**config.mk**
```make
export PLATFORM = sky130hd
export DESIGN_NAME = pc_seq
export DESIGN_NICKNAME = d
export VERILOG_FILES = /design/src/rtl/pc_seq_pkg.sv /design/src/rtl/pc_seq_prio.sv /design/src/rtl/pc_seq.sv
export SDC_FILE = /design/constraint.sdc
export NUM_CORES = 1
export LEC_CHECK = 0
export BUFFER_PORTS_ARGS = -buffer_cell sky130_fd_sc_hd__buf_2
export CAP_MARGIN = 20
export CORE_ASPECT_RATIO = 1.5
export CORE_UTILIZATION = 41
export DETAILED_ROUTE_END_ITERATION = 8
export PLACE_DENSITY = 0.82
export SYNTH_ARGS = -nofsm -noshare
export SYNTH_HDL_FRONTEND = slang
export SYNTH_SLANG_ARGS = --single-unit
```
**constraint.sdc**
```tcl
create_clock -name clk -period 4.25 [get_ports clk]
set_clock_uncertainty 0.15 [all_clocks]
set_input_delay 1.275 -clock clk [delete_from_list [all_inputs] [get_ports clk]]
set_output_delay 1.275 -clock clk [all_outputs]
set_load 0.05 [all_outputs]
```
**src/rtl/pc_seq_pkg.sv**
```systemverilog
// Shared definitions for the PC sequencer: default vectors, FSM state and exception cause types.
package pc_seq_pkg;

    localparam logic [31:0] RESETPC_DEF = 32'h0000_0000;
    localparam logic [31:0] ILLOP_DEF   = 32'h8000_0004;
    localparam logic [31:0] XADR_DEF    = 32'h8000_0008;

    typedef enum logic {
        RUN = 1'b0,
        EXC = 1'b1
    } state_t;

    typedef enum logic {
        C_ILLOP = 1'b0,
        C_IRQ   = 1'b1
    } cause_t;

    // Sequential fetch stays inside the current half of the address space.
    function automatic logic [31:0] next_seq(input logic [31:0] cur);
        return {cur[31], cur[30:0] + 31'd4};
    endfunction

endpackage

```
**src/rtl/pc_seq_prio.sv**
```systemverilog
// Purpose: RUN-state next-PC priority decision (branch > exception > eret > jump > sequential).
// Latency: purely combinational, zero cycles.
// Backpressure: stall blocks eret/jump/sequential writes; branch and exception override it.
module pc_seq_prio
    import pc_seq_pkg::*;
(
    input  logic [31:0] pc,
    input  logic        stall,
    input  logic        br_req,
    input  logic [31:0] br_target,
    input  logic        jmp_req,
    input  logic [31:0] jmp_target,
    input  logic        illop,
    input  logic        irq_take,
    input  logic        eret,
    input  logic [31:0] epc,
    output logic [31:0] pc_next,
    output logic        pc_wr,
    output logic        flush_if,
    output logic        flush_id,
    output logic        exc_take,
    output logic        exc_irq,
    output logic        eret_take
);

    always_comb begin
        pc_next   = next_seq(pc);
        pc_wr     = ~stall;
        flush_if  = 1'b0;
        flush_id  = 1'b0;
        exc_take  = 1'b0;
        exc_irq   = 1'b0;
        eret_take = 1'b0;
        if (br_req) begin
            pc_next  = br_target;
            pc_wr    = 1'b1;
            flush_if = 1'b1;
            flush_id = 1'b1;
        end else if (illop || irq_take) begin
            // PC is frozen this cycle; the vector is written from EXC next cycle.
            pc_wr    = 1'b0;
            flush_if = 1'b1;
            flush_id = 1'b1;
            exc_take = 1'b1;
            exc_irq  = ~illop;
        end else if (!stall && eret) begin
            pc_next   = epc;
            flush_if  = 1'b1;
            eret_take = 1'b1;
        end else if (!stall && jmp_req) begin
            pc_next  = jmp_target;
            flush_if = 1'b1;
        end
    end

endmodule

```
**src/rtl/pc_seq.sv**
```systemverilog
// Purpose: PC sequencer with two-state exception FSM (RUN/EXC); irq path enabled by PC_SEQ_IRQ_EN.
// Latency: outputs combinational; exception vector written 2 cycles after the accepting edge.
// Backpressure: stall holds the PC except for branches and exception entry.
module pc_seq
    import pc_seq_pkg::*;
#(
    parameter logic [31:0] RESETPC = RESETPC_DEF,
    parameter logic [31:0] ILLOP   = ILLOP_DEF,
    parameter logic [31:0] XADR    = XADR_DEF
) (
    input  logic        clk,
    input  logic        reset,
    input  logic [31:0] pc,
    input  logic [31:0] id_pc,
    input  logic        stall,
    input  logic        br_req,
    input  logic [31:0] br_target,
    input  logic        jmp_req,
    input  logic [31:0] jmp_target,
    input  logic        illop,
    input  logic        irq,
    input  logic        eret,
    output logic [31:0] pc_next,
    output logic        pc_wr,
    output logic        flush_if,
    output logic        flush_id,
    output logic [31:0] epc,
    output logic        busy
);

    state_t      state;
    logic [31:0] epc_q;
    logic [31:0] run_next;
    logic        run_wr;
    logic        run_fif;
    logic        run_fid;
    logic        exc_take;
    logic        exc_irq;
    logic        eret_take;
    logic        irq_take;
    logic [31:0] vector;

`ifdef PC_SEQ_IRQ_EN
    logic   irq_pend;
    logic   eret_q;
    cause_t cause_q;

    // Interrupts are only taken from user mode and never right after an eret.
    assign irq_take = irq_pend & ~pc[31] & ~eret_q & (state == RUN);
    assign vector   = (cause_q == C_IRQ) ? XADR : ILLOP;

    always_ff @(posedge clk or negedge reset) begin
        if (!reset) begin
            irq_pend <= 1'b0;
            eret_q   <= 1'b0;
            cause_q  <= C_ILLOP;
        end else if (state == EXC) begin
            if (cause_q == C_IRQ)
                irq_pend <= 1'b0;
            eret_q <= 1'b0;
        end else begin
            irq_pend <= irq_pend | irq;
            eret_q   <= eret_take;
            if (exc_take)
                cause_q <= exc_irq ? C_IRQ : C_ILLOP;
        end
    end
`else
    logic unused_irq;

    assign irq_take   = 1'b0;
    assign vector     = ILLOP;
    assign unused_irq = irq ^ exc_irq ^ eret_take ^ (^XADR);
`endif

    pc_seq_prio u_prio (
        .pc         (pc),
        .stall      (stall),
        .br_req     (br_req),
        .br_target  (br_target),
        .jmp_req    (jmp_req),
        .jmp_target (jmp_target),
        .illop      (illop),
        .irq_take   (irq_take),
        .eret       (eret),
        .epc        (epc_q),
        .pc_next    (run_next),
        .pc_wr      (run_wr),
        .flush_if   (run_fif),
        .flush_id   (run_fid),
        .exc_take   (exc_take),
        .exc_irq    (exc_irq),
        .eret_take  (eret_take)
    );

    always_ff @(posedge clk or negedge reset) begin
        if (!reset) begin
            state <= RUN;
            epc_q <= '0;
        end else if (state == EXC) begin
            state <= RUN;
        end else if (exc_take) begin
            state <= EXC;
            epc_q <= id_pc;
        end
    end

    always_comb begin
        pc_next  = run_next;
        pc_wr    = run_wr;
        flush_if = run_fif;
        flush_id = run_fid;
        busy     = 1'b0;
        if (!reset) begin
            pc_next  = RESETPC;
            pc_wr    = 1'b0;
            flush_if = 1'b0;
            flush_id = 1'b0;
        end else if (state == EXC) begin
            pc_next  = vector;
            pc_wr    = 1'b1;
            flush_if = 1'b1;
            flush_id = 1'b0;
            busy     = 1'b1;
        end
    end

    assign epc = epc_q;

endmodule

```
Word level (Yosys, flattened, before mapping)
Cells that the tools add are included.

Output and inout port bits: 68. Bits of input ports: 136. Logic and storage cells: 34. Flip-flop bits (word level): 33.

Bitwise operators: 2. Reduce and logical (&&, ||, !) cells: 4. Add/subtract/negate cells: 1. Multiplexer cells: 25.

Operators with widths (number): $mux W32 (6); $add A31 B3 Y31 const B (1); $mux W1 (19); $logic_and A1 B1 Y1 (2); $not A1 Y1 (2); $reduce_and A2 Y1 (1); $logic_not A1 Y1 (1).

Longest topological paths before layout
Depth after elaboration: 8. Mapped depth: 7.

By module
From an unflattened synthesis, not the netlist that was laid out.

Cells, all modules: 292. Area, all modules: 2926.6 um2.

Modules (own cells, without submodules): pc_seq (area each 1630.3 um2, instances 1, cells each 111, seq. area each 825.8 um2); pc_seq_prio (area each 1296.2 um2, instances 1, cells each 181, seq. area each 0.0 um2).

Least setup slack after synthesis
OpenSTA, ideal clock, no wires.

Path type: input-to-output. From: input pc[10]. To: output pc_next[30]. Arrival: 3533 ps. Buffers on the path: 1. Setup slack: -708 ps. Stages: 6. Cell sequence: nand3_1 or4_1 buf_2 nor4_1 xnor2_1 a211oi_1.

Word-level cells in the longest chain between the ends: 7.

RTL lines: from (decl) (RTL line pc_seq.sv:13) `input logic [31:0] pc,`; $add A31 B3 Y31 (*) (RTL line pc_seq_pkg.sv:20) `return {cur[31], cur[30:0] + 31'd4};`; $mux W32 (RTL line pc_seq_prio.sv:50) `end else if (!stall && jmp_req) begin`; $mux W32 (RTL line pc_seq_prio.sv:46) `end else if (!stall && eret) begin`; $mux W32 (*) (RTL line pc_seq_prio.sv:39) `end else if (illop || irq_take) begin`; $mux W32 (*) (RTL line pc_seq_prio.sv:34) `if (br_req) begin`; $mux W32 (*) (RTL line pc_seq.sv:119) `end else if (state == EXC) begin`; $mux W32 (*) (RTL line pc_seq.sv:114) `if (!reset) begin`; to (decl) (RTL line pc_seq.sv:23) `output logic [31:0] pc_next,`.

Every way passes the cells marked *; elsewhere a longest branch is shown, timed or not.

Final worst setup path
From: input pc[8]. To: output pc_next[20].

Same word-level chain as after synthesis.

==> flow_summary.toml <==
[grt]
grt_usage_pct = 31.0
grt_pass1_wl_um = 16300
grt_antenna_before_repair = 0
grt_overflow = 0
grt_max_degree = 39
grt_pass1_vias = 3592

[final_layout]
nNetsFinal = 689
final_core_util_pct = 74.0
drive_gt1_share_pct = 59.5
area_delta_synth_final_pct = 71.1
insertedDiodeCount = 0

[synthesis]
netlist_area_mm2 = 0.00271
ys.warnings.count = 0
avgSynthCellArea_um2 = 8.44
yosys.area_share.simple_pct = 15.6
synth-edff-count = 0
synth_top_area_share_pct = 30.5
synth_xor_xnor_area_share_pct = 8.40
async_reset_ff_share_pct = 100
yosys-top-cells-area = "dfrtp_1 (30%), mux2_2 (13%), a21oi_1 (11%)"
synth.distinct_cells = 40
syn_nets = 458
synth_mux_area_share_pct = 13.7
synth_compound_area_share_pct = 23.3
synth_seq_cells = 33
synth_top_cell_by_area = "dfrtp_1"
synth_fa_ha_area_share_pct = 0.462
synthCells = 321
synth_top_family_by_area = "compound AO/OA/AOI/OAI gates"
synth_flop_cell = "dfrtp_1"
ys_seq_area_share_pct = 30.5

[power_and_ir_drop]
combPwrFrac_pct = 51.8
p_clk_share_pct = 17.8
p_switching_mw = 0.650
leakagePower_nw = 2.29
p_int_mw = 0.719
seq_power_share_pct = 30.4
ir_drop_mv = 0.193
swShare_pct = 47.5
pwr_density_cell_mw_per_mm2 = 295

[timing]
worst_slack_ps = -59.7
tns_ps = -184
relSlewSlack_pct = 66.6
period_share_pct = 101
drv_slew = 0
grt_setup_unrepaired = "yes"
finalCriticalPeriod_ps = 4310
finalHoldViolCount = 0
tightest_slew_ps = 501
finalSetupViolations = 7
timing.fmax_mhz = 232

[worst_setup_path]
cp_max_fo = 8
worstPathRequired_ps = 2820
cp-startpoint = "pc[8]"
cp-start-kind = "input port"
end_kind = "primary output"
crit_arrival_ps = 2880
cp_slowest_cell = "or4_4"
worstReg2RegStart = "state$_DFF_PN0_"
slowest_delay_ps = 540
critical_path_class = "in2out"
path_cells = "buf_6 > nand4_1 > or4_4 > nor4_1 > xnor2_1 > a21oi_4 > buf_4"

[cts]
cts_tree = "done"
clock_latency_ps = 290
clk_pin_slew_worst_paths_ps = 70
cts_sinks = 33
cts-root-buf = "clkbuf_8"
htreeDepth = 2
cts_hold_buf = 0
cts_buffer_depth = 2
cts_buffers = 5

[min_path]
min_from = "epc[25]$_DFFE_PN0P_"
hold_class = "reg2reg"

[place]
place_hpwl_um = 7930
gp_congestion = 0.881
port_buffers = 202

[floorplan]
die-width_um = 68.4
ios = 204
coreArea_mm2 = 0.00626
start_util_pct = 43.3
die-area_mm2 = 0.00695
placementRows = 35
fp.dieH_um = 102

[drt]
drt_iter0_drc = 154
routedWlPerCell_um = 16.8
viasPerCell = 5.61
routed-via-count = 3517
firstDrtPassIters = 6
drt_wl_total_um = 10500
ant_nets = 0
drc = 0

[run_status]
violations = "negative setup slack"
outcome = "finished with violations"

[run]
cap_violations = 0
## sequential cells by signal (all words and copies together) (netlist names)
name,count
state,1
epc,32
## area by class of cell
type | instances | area [µm²]
multi-input combinational | 232 | 1990
clock inverter | 2 | 10.0
sequential | 33 | 826
inverter | 34 | 128
tap | 74 | 92.6
clock buffer | 6 | 72.6
fill | 453 | 1630
timing repair buffer | 246 | 1520
## Yosys cell counts, types with 3 or more instances
cell      count
nor4_1        4
nor4_2        4
clkbuf_1     18
nand2b_1      3
o221ai_1     30
nand3_1      10
dfrtp_1      33
xnor2_1      21
xor2_1        5
nand4_1       3
nand2_1      13
mux2_2       32
nor3_1        4
nor2_1       19
a21oi_1      58
inv_1        34
## metal layers
| metal | vias up | wire, µm | track usage [%] |
|---|---|---|---|
| met5 | - | 0 | 0 |
| met4 | 0 | 420 | 15.5 |
| met3 | 40 | 600 | 4.95 |
| met2 | 178 | 5910 | 58.2 |
| met1 | 1668 | 3600 | 31.5 |
| li1 | 1631 | - | - |
## logic make-up after synthesis
logic type,Yosys count
XOR/XNOR,26
buffers and inverters,56
AO/OA/AOI/OAI,98
flip-flops,33
adder cells (fa/ha/maj),1
AND/OR/NAND/NOR,74
multiplexers,33
## worst max-delay path: cells and delay by family
kind | cells | cell delay, ps
buffers and inverters | 2 | 270
AND/OR/NAND/NOR | 3 | 1020
AO/OA/AOI/OAI | 1 | 160
XOR/XNOR | 1 | 160
## cells in the final DEF (no fill, tap or decap), drive strengths merged, types with 10 or more instances in the layout
master and count:
buf 244, a21oi 58, inv 34, dfrtp 33, mux2 32, o221ai 30
xnor2 21, nor2 19, nand2 13, nand3 10
## worst paths after layout
check                                 endpoint  slack, ps  depth (start not counted)
setup / recovery                   pc_next[20]        -60                          7
hold / removal             epc[25]$_DFFE_PN0P_        390                          1
setup reg to reg           epc[15]$_DFFE_PN0P_       2610                          3
hold reg to reg            epc[25]$_DFFE_PN0P_        390                          1
max in group asynchronous  epc[16]$_DFFE_PN0P_       2700                          2
min in group asynchronous      state$_DFF_PN0_        900                          2
## power groups by stage
stage                     logic [mW]  registers [mW]  clock network, mW
after floorplan                0.265           0.606                  0
after global placement         0.664           0.415                  0
after detailed placement       0.675           0.420                  0
after CTS                      0.702           0.413              0.251
after global routing           0.746           0.422              0.260
final                          0.709           0.415              0.244
## metrics by stage
| stage | hold slack [ps] | area (µm²) | std cells | total power, mW | setup WS (ps) |
|---|---|---|---|---|---|
| 2_1_floorplan | 612 | 2900 | 321 | 0.870 | -165 |
| 3_3_place_gp | 359 | 4230 | 615 | 1.08 | -252 |
| 3_5_place_dp | 369 | 4230 | 615 | 1.09 | -302 |
| 4_1_cts | 386 | 4620 | 627 | 1.37 | -67.4 |
| 5_1_grt | 409 | 4640 | 627 | 1.43 | -120 |
| 6_report | 391 | 4640 | 627 | 1.37 | -59.7 |
## repair_timing
item                       4_1_cts  5_1_grt
pin swaps                       16        2
buffers inserted                 4        1
setup endpoints to repair       17       19
cloned                           0        0
gates resized for setup         61        7
Power figures use the tool's default switching activity.
